===== src/rtl/clock_set_ctrl.sv =====
// rtl/clock_set_ctrl.sv - time-set sequencer choosing which strobe source advances the clock counter
// Idle passes the 1 Hz strobe to seconds; a held button gives one step, slow repeat, then fast repeat.
module clock_set_ctrl #(
  parameter int FAST_AFTER = 8
) (
  input  logic       i_clk,
  input  logic       i_reset_n,
  input  logic       i_en,
  input  logic       i_1hz_stb,
  input  logic       i_slow_set_stb,
  input  logic       i_fast_set_stb,
  input  logic       i_set_hours,
  input  logic       i_set_minutes,
  output logic       o_sec_inc_stb,
  output logic       o_min_inc_stb,
  output logic       o_hr_inc_stb,
  output logic       o_sec_clr_stb,
  output logic       o_set_active,
  output logic [1:0] o_state
);

  localparam int CW = $clog2(FAST_AFTER + 1);

  localparam logic [1:0] S_IDLE = 2'd0;
  localparam logic [1:0] S_SLOW = 2'd1;
  localparam logic [1:0] S_FAST = 2'd2;

  localparam logic [CW-1:0] CNT_LAST = CW'(FAST_AFTER);
  localparam logic [CW-1:0] CNT_ONE  = CW'(1);

  logic [1:0]    r_state;
  logic [1:0]    w_state_nxt;
  logic [CW-1:0] r_cnt;
  logic [CW-1:0] w_cnt_nxt;
  logic          r_field_hr;
  logic          w_field_hr_nxt;
  logic          r_hist_hr;
  logic          r_hist_min;
  logic          r_sec_inc;
  logic          r_min_inc;
  logic          r_hr_inc;
  logic          w_sec_inc;
  logic          w_min_inc;
  logic          w_hr_inc;
  logic          w_step;
  logic          w_press_hr;
  logic          w_press_min;
  logic          w_held;

  // History resets high so a button held through reset is not seen as a press.
  assign w_press_hr  = i_set_hours   & ~r_hist_hr;
  assign w_press_min = i_set_minutes & ~r_hist_min;
  assign w_held      = r_field_hr ? i_set_hours : i_set_minutes;

  always_comb begin
    w_state_nxt    = r_state;
    w_cnt_nxt      = r_cnt;
    w_field_hr_nxt = r_field_hr;
    w_sec_inc      = 1'b0;
    w_step         = 1'b0;
    if (!i_en) begin
      w_state_nxt = S_IDLE;
      w_cnt_nxt   = '0;
    end else begin
      case (r_state)
        S_IDLE: begin
          if (w_press_hr || w_press_min) begin
            w_field_hr_nxt = w_press_hr;
            w_step         = 1'b1;
            w_cnt_nxt      = '0;
            w_state_nxt    = S_SLOW;
          end else begin
            w_sec_inc = i_1hz_stb;
          end
        end
        S_SLOW: begin
          if (!w_held) begin
            w_state_nxt = S_IDLE;
            w_cnt_nxt   = '0;
          end else if (i_slow_set_stb) begin
            w_step    = 1'b1;
            w_cnt_nxt = r_cnt + CNT_ONE;
            if (r_cnt == CNT_LAST - CNT_ONE) begin
              w_state_nxt = S_FAST;
            end
          end
        end
        S_FAST: begin
          if (!w_held) begin
            w_state_nxt = S_IDLE;
            w_cnt_nxt   = '0;
          end else if (i_fast_set_stb) begin
            w_step = 1'b1;
          end
        end
        default: begin
          w_state_nxt = S_IDLE;
          w_cnt_nxt   = '0;
        end
      endcase
    end
  end

  assign w_min_inc = w_step & ~w_field_hr_nxt;
  assign w_hr_inc  = w_step &  w_field_hr_nxt;

  always_ff @(posedge i_clk or negedge i_reset_n) begin
    if (!i_reset_n) begin
      r_state    <= S_IDLE;
      r_cnt      <= '0;
      r_field_hr <= 1'b0;
      r_hist_hr  <= 1'b1;
      r_hist_min <= 1'b1;
      r_sec_inc  <= 1'b0;
      r_min_inc  <= 1'b0;
      r_hr_inc   <= 1'b0;
    end else begin
      r_state    <= w_state_nxt;
      r_cnt      <= w_cnt_nxt;
      r_field_hr <= w_field_hr_nxt;
      r_hist_hr  <= i_set_hours;
      r_hist_min <= i_set_minutes;
      r_sec_inc  <= w_sec_inc;
      r_min_inc  <= w_min_inc;
      r_hr_inc   <= w_hr_inc;
    end
  end

  assign o_sec_inc_stb = r_sec_inc;
  assign o_min_inc_stb = r_min_inc;
  assign o_hr_inc_stb  = r_hr_inc;
  assign o_sec_clr_stb = r_min_inc;
  assign o_set_active  = (r_state != S_IDLE);
  assign o_state       = r_state;

endmodule


===== config.mk =====
export PLATFORM = sky130hd
export DESIGN_NAME = clock_set_ctrl
export DESIGN_NICKNAME = d
export VERILOG_FILES = /design/src/rtl/clock_set_ctrl.sv
export SDC_FILE = /design/constraint.sdc
export NUM_CORES = 1
export LEC_CHECK = 0
export BUFFER_PORTS_ARGS = -buffer_cell sky130_fd_sc_hd__buf_2
export CAP_MARGIN = 15
export CORE_UTILIZATION = 56
export CTS_BUF_LIST = sky130_fd_sc_hd__clkbuf_16
export DETAILED_ROUTE_END_ITERATION = 8
export PLACE_DENSITY = 0.79
export SLEW_MARGIN = 15
export SYNTH_ARGS = -nofsm -noshare
export SYNTH_HDL_FRONTEND = slang
export SYNTH_SLANG_ARGS = --single-unit

===== constraint.sdc =====
create_clock -name i_clk -period 3.25 [get_ports i_clk]
set_input_delay 0.1625 -clock i_clk [delete_from_list [all_inputs] [get_ports i_clk]]
set_output_delay 0.1625 -clock i_clk [all_outputs]
set_load 0.05 [all_outputs]

## After elaboration in Yosys (flattened, before gate mapping)

Cells that the tools add are included.

- Bits of input ports: 8
- Output and inout bits: 7
- Register bits: 12
- Word-level logic and storage cells: 55

- Reductions and logical operators: 5
- Equal/unequal tests: 7
- Muxes and demuxes: 27
- $add $sub $neg: 1
- Bitwise logic cells: 7

Operators with widths:

| operator | number |
|---|---|
| 2-to-1 mux 4 bit | 5 |
| 2-to-1 mux 1 bit | 13 |
| 2-to-1 mux 2 bit | 6 |
| case mux 4 bit (3 select lines) | 1 |
| != test 4 bit (second input constant) | 2 |
| != test 3 bit (second input constant) | 2 |
| case mux 2 bit (3 select lines) | 1 |
| adder 4 x 1 -> 4 bit (second input constant) | 1 |
| bitwise AND 1 bit | 4 |
| == test 4 x 3 -> 1 bit (second input constant) | 1 |
| AND reduction 4 bit | 1 |
| NOT 1 bit | 3 |
| case mux 1 bit (3 select lines) | 1 |
| AND reduction 3 bit | 1 |
| == test 2 x 1 -> 1 bit (second input constant) | 1 |
| == test 2 bit (second input constant) | 1 |
| logical NOT 2 bit | 1 |
| nonzero test 2 bit | 1 |
| logical OR 1 bit | 1 |

## Longest topological paths before layout

- Depth in word-level cells: 8
- Gate-level depth with buffers: 7
- Gate-level depth less buffers: 6

## Least setup slack after synthesis

OpenSTA, ideal clock, no wires.

- Path kind: register -> register
- Start point: register r_state[0], in the netlist o_state[0]
- End point: register r_cnt[1]
- Clock period less this slack: 2012 ps
- Data required time: 3129 ps
- Stages on the path, launching flop included: 8
- Arrival time: 1891 ps
- Path buffers: 1
- Setup time: 121 ps
- Path slack: 1238 ps
- Cells stage by stage: dfrtp_1 inv_1 ha_1 nand2_1 or3_1 buf_6 and3_4 a32o_2

- Longest elaborated chain between the ends: 3
- Elaborated cells on any way between the ends: 9

RTL lines:

| element | RTL line | source |
|---|---|---|
| start: declaration | 31 | `logic [1:0] r_state;` |
| start signal: assignment | 118 | `r_state <= w_state_nxt;` |
| == test 2 x 1 -> 1 bit, or another cell as far along | 65 | `case (r_state)` |
| != test 4 bit (no source line), or another cell as far along | n/a |  |
| AND reduction 3 bit (no source line) or 2-to-1 mux 4 bit (tied branches) | n/a |  |
| end signal: assignment | 119 | `r_cnt <= w_cnt_nxt;` |
| end: declaration | 33 | `logic [CW-1:0] r_cnt;` |

Parallel ways exist; a longest one is shown, timed or not.
A chain may end at the register's enable or synchronous reset.

## Worst setup path after layout

Ends and elaborated chain as after synthesis.

==> results.py <==
metrics = {
    "floorplanning": {
        "start_util": 0.6364,
        "core.rowCount": 12,
        "dieHeight_um": 38.25,
        "core_sq_um": 1156,
        "die_w_um": 38.25,
        "die_area_sq_um": 1463,
        "ioPinCount": 15,
    },
    "cells_and_area": {
        "area_delta_synth_final_pct": 21.43,
        "diodes": 0,
        "register_area_sq_um": 302.8,
        "nets": 104,
        "multi_input_area_sq_um": 395.4,
        "drive_above_1_share": 0.2921,
        "final_cell_mix": "14 x buf_2, 10 x dfrtp_1, 6 x ha_1",
        "mostFrequentLayoutCell": "buf_2",
        "post-route-util": 0.7727,
        "fillCellCount": 70,
    },
    "global_route": {
        "grt_pass1_wl_um": 2318,
        "antenna_found_initial": 0,
        "grt_overflow": 0,
        "first_global_vias": 535,
        "grt_start_max_net_pins": 13,
        "grt_usage": 0.2383,
    },
    "critical_path": {
        "critical_path.endpoint_type": "flop",
        "path_max_fanout": 8,
        "cp.required_ns": 3.37,
        "r2r-start": "o_state[0]$_DFFE_PN0P_",
        "startpoint_type": "flop",
        "arrival_ns": 2.00,
        "path_class": "reg2reg",
        "startpoint": "o_state[0]$_DFFE_PN0P_",
    },
    "sta": {
        "setup_violations": 0,
        "setup_tns_ns": 0,
        "fmax_mhz": 533.1,
        "worstMarginPinSlew_ns": 0.3960,
        "fin_crit_sh": 0.5772,
        "finalHoldViolations": 0,
        "drv_slew": 0,
        "holdWs_ns": 0.04402,
        "slew_headroom": 0.7344,
        "rsz0062_at_grt": "no",
        "skew_ns": 0.001091,
        "period_minus_slack_ns": 1.876,
        "setup_slack_ns": 1.374,
    },
    "placed_design": {
        "hpwl_um": 1033,
        "gp_congestion": 0.7606,
        "io_buffer_count": 14,
        "pre_cts_slack_ns": 1.390,
    },
    "clocking": {
        "cts_max_level": 1,
        "cts_hold_buffers": 1,
        "cts_resized": 0,
        "cts_tree": "done",
        "clock_latency_ns": 0.24,
        "cts_setup_buffers": 0,
        "cts_sinks": 12,
        "cts_buffer_depth": 2,
        "cts_made_buffers": 3,
        "cts-root-buf": "clkbuf_16",
        "clkTransAtPathRegs_ns": 0.04,
    },
    "routing": {
        "vias_per_cell": 5.699,
        "detail-route-antenna-nets": 0,
        "drc": 0,
        "dr_total_vias": 587,
        "wire_per_inst_um": 13.24,
        "first_pass_iters": 4,
        "drtIter0Drc": 14,
        "drt-total-wl_um": 1364,
    },
    "power": {
        "leakage_nw": 0.4501,
        "powerDensity_nw_per_um2": 863.1,
        "vdd_drop_max_mv": 0.6393,
    },
    "logic_synthesis": {
        "yosysUniqueCellTypes": 35,
        "yosysWarnings": 0,
        "postSynth.asyncResetShare": 1.000,
        "synth_edf_count": 0,
        "ys.flop_type": "dfrtp_1",
        "synth_area_sq_um": 735.7,
        "ys_seq_area_frac": 0.4116,
        "synth_seq_cells": 12,
        "avgSynthCellArea_sq_um": 10.22,
        "synth_fp_nets": 86,
        "syn_inst": 72,
    },
    "hold_path": {
        "hp-class": "in2reg",
        "hp-start": "i_set_hours",
    },
    "job": {
        "max_cap_violations": 0,
    },
    "status": {
        "run_status": "finished, final reports clean",
    },
}
[final timing paths]
check | to | slack, ns | cells after the start
worst max-delay path | r_cnt[1]$_DFFE_PN0P_ | 1.37 | 6
worst min-delay path | r_hist_hr$_DFF_PN1_ | 0.04 | 1
worst max register to register | r_cnt[1]$_DFFE_PN0P_ | 1.37 | 6
worst min register to register | r_cnt[1]$_DFFE_PN0P_ | 0.53 | 1
max in group asynchronous | r_hist_min$_DFF_PN1_ | 2.66 | 2
min in group asynchronous | o_sec_inc_stb$_DFF_PN0_ | 0.33 | 2
[metal layers]
layer  vias to the layer above  wire length, um  track usage
li1                        292                -            -
met1                       274              643       0.2889
met2                        17              647       0.3983
met3                         4               45      0.03488
met4                         0               28       0.1339
met5                         -                0            0
[synthesized netlist by cell type, types with 2 or more instances]
library cell,count,share of area
dfrtp_1,10,0.34
ha_1,6,0.10
inv_1,5,0.026
nand2_1,4,0.020
nand3_1,4,0.027
o21ai_0,4,0.027
a21oi_1,3,0.020
and2_1,3,0.026
dfstp_2,2,0.071
mux2_2,2,0.031
nor2_1,2,0.010
nor2b_1,2,0.017
nor2b_4,2,0.037
o21ai_1,2,0.014
[area by class of cell]
type | instances | share of cell area
multi-input combinational | 53 | 0.4426
clock buffer | 3 | 0.08403
clock inverter | 1 | 0.004202
tap | 14 | 0.01961
inverter | 5 | 0.02101
sequential | 12 | 0.3389
timing repair buffer | 15 | 0.08964
[cells by family (layout without fill, tap and decap cells)]
logic type,after synthesis,in the layout,share of synthesized area
compound gates,19,19,0.1735
buf+inv,7,24,0.05103
fa+ha+maj,6,6,0.1020
mux,2,2,0.03061
simple gates,26,26,0.2313
flops,12,12,0.4116
[metrics by stage]
| step | cell area [sq um] | instances | total power, W |
|---|---|---|---|
| after floorplan | 735.7 | 72 | 0.0004816 |
| after global placement | 804.5 | 98 | 0.0005395 |
| after detailed placement | 804.5 | 98 | 0.0005439 |
| after CTS | 893.4 | 103 | 0.0007731 |
| after global routing | 893.4 | 103 | 0.0008174 |
| final | 893.4 | 103 | 0.0007711 |
[sequential cells by signal, indices dropped and copies added, names as in the netlist]
signal	count
o_hr_inc_stb	1
o_state	2
r_hist_min	1
o_min_inc_stb	1
r_cnt	4
r_field_hr	1
r_hist_hr	1
o_sec_inc_stb	1
[worst max-delay path, cell delays in order (launching register included)]
cell	delay, ns
dfrtp_1	0.41
inv_1	0.13
ha_1	0.22
nand2_1	0.09
or3_1	0.44
and3_4	0.23
a32o_2	0.25
[power breakdown]
group | leakage (nW) | internal (W) | switching, W
logic | 0.255 | 0.000109 | 0.000238
clock network | 0.0385 | 0.000162 | 0.0000610
registers | 0.156 | 0.000179 | 0.0000226
No activity file was read; power rests on OpenSTA's default activity.
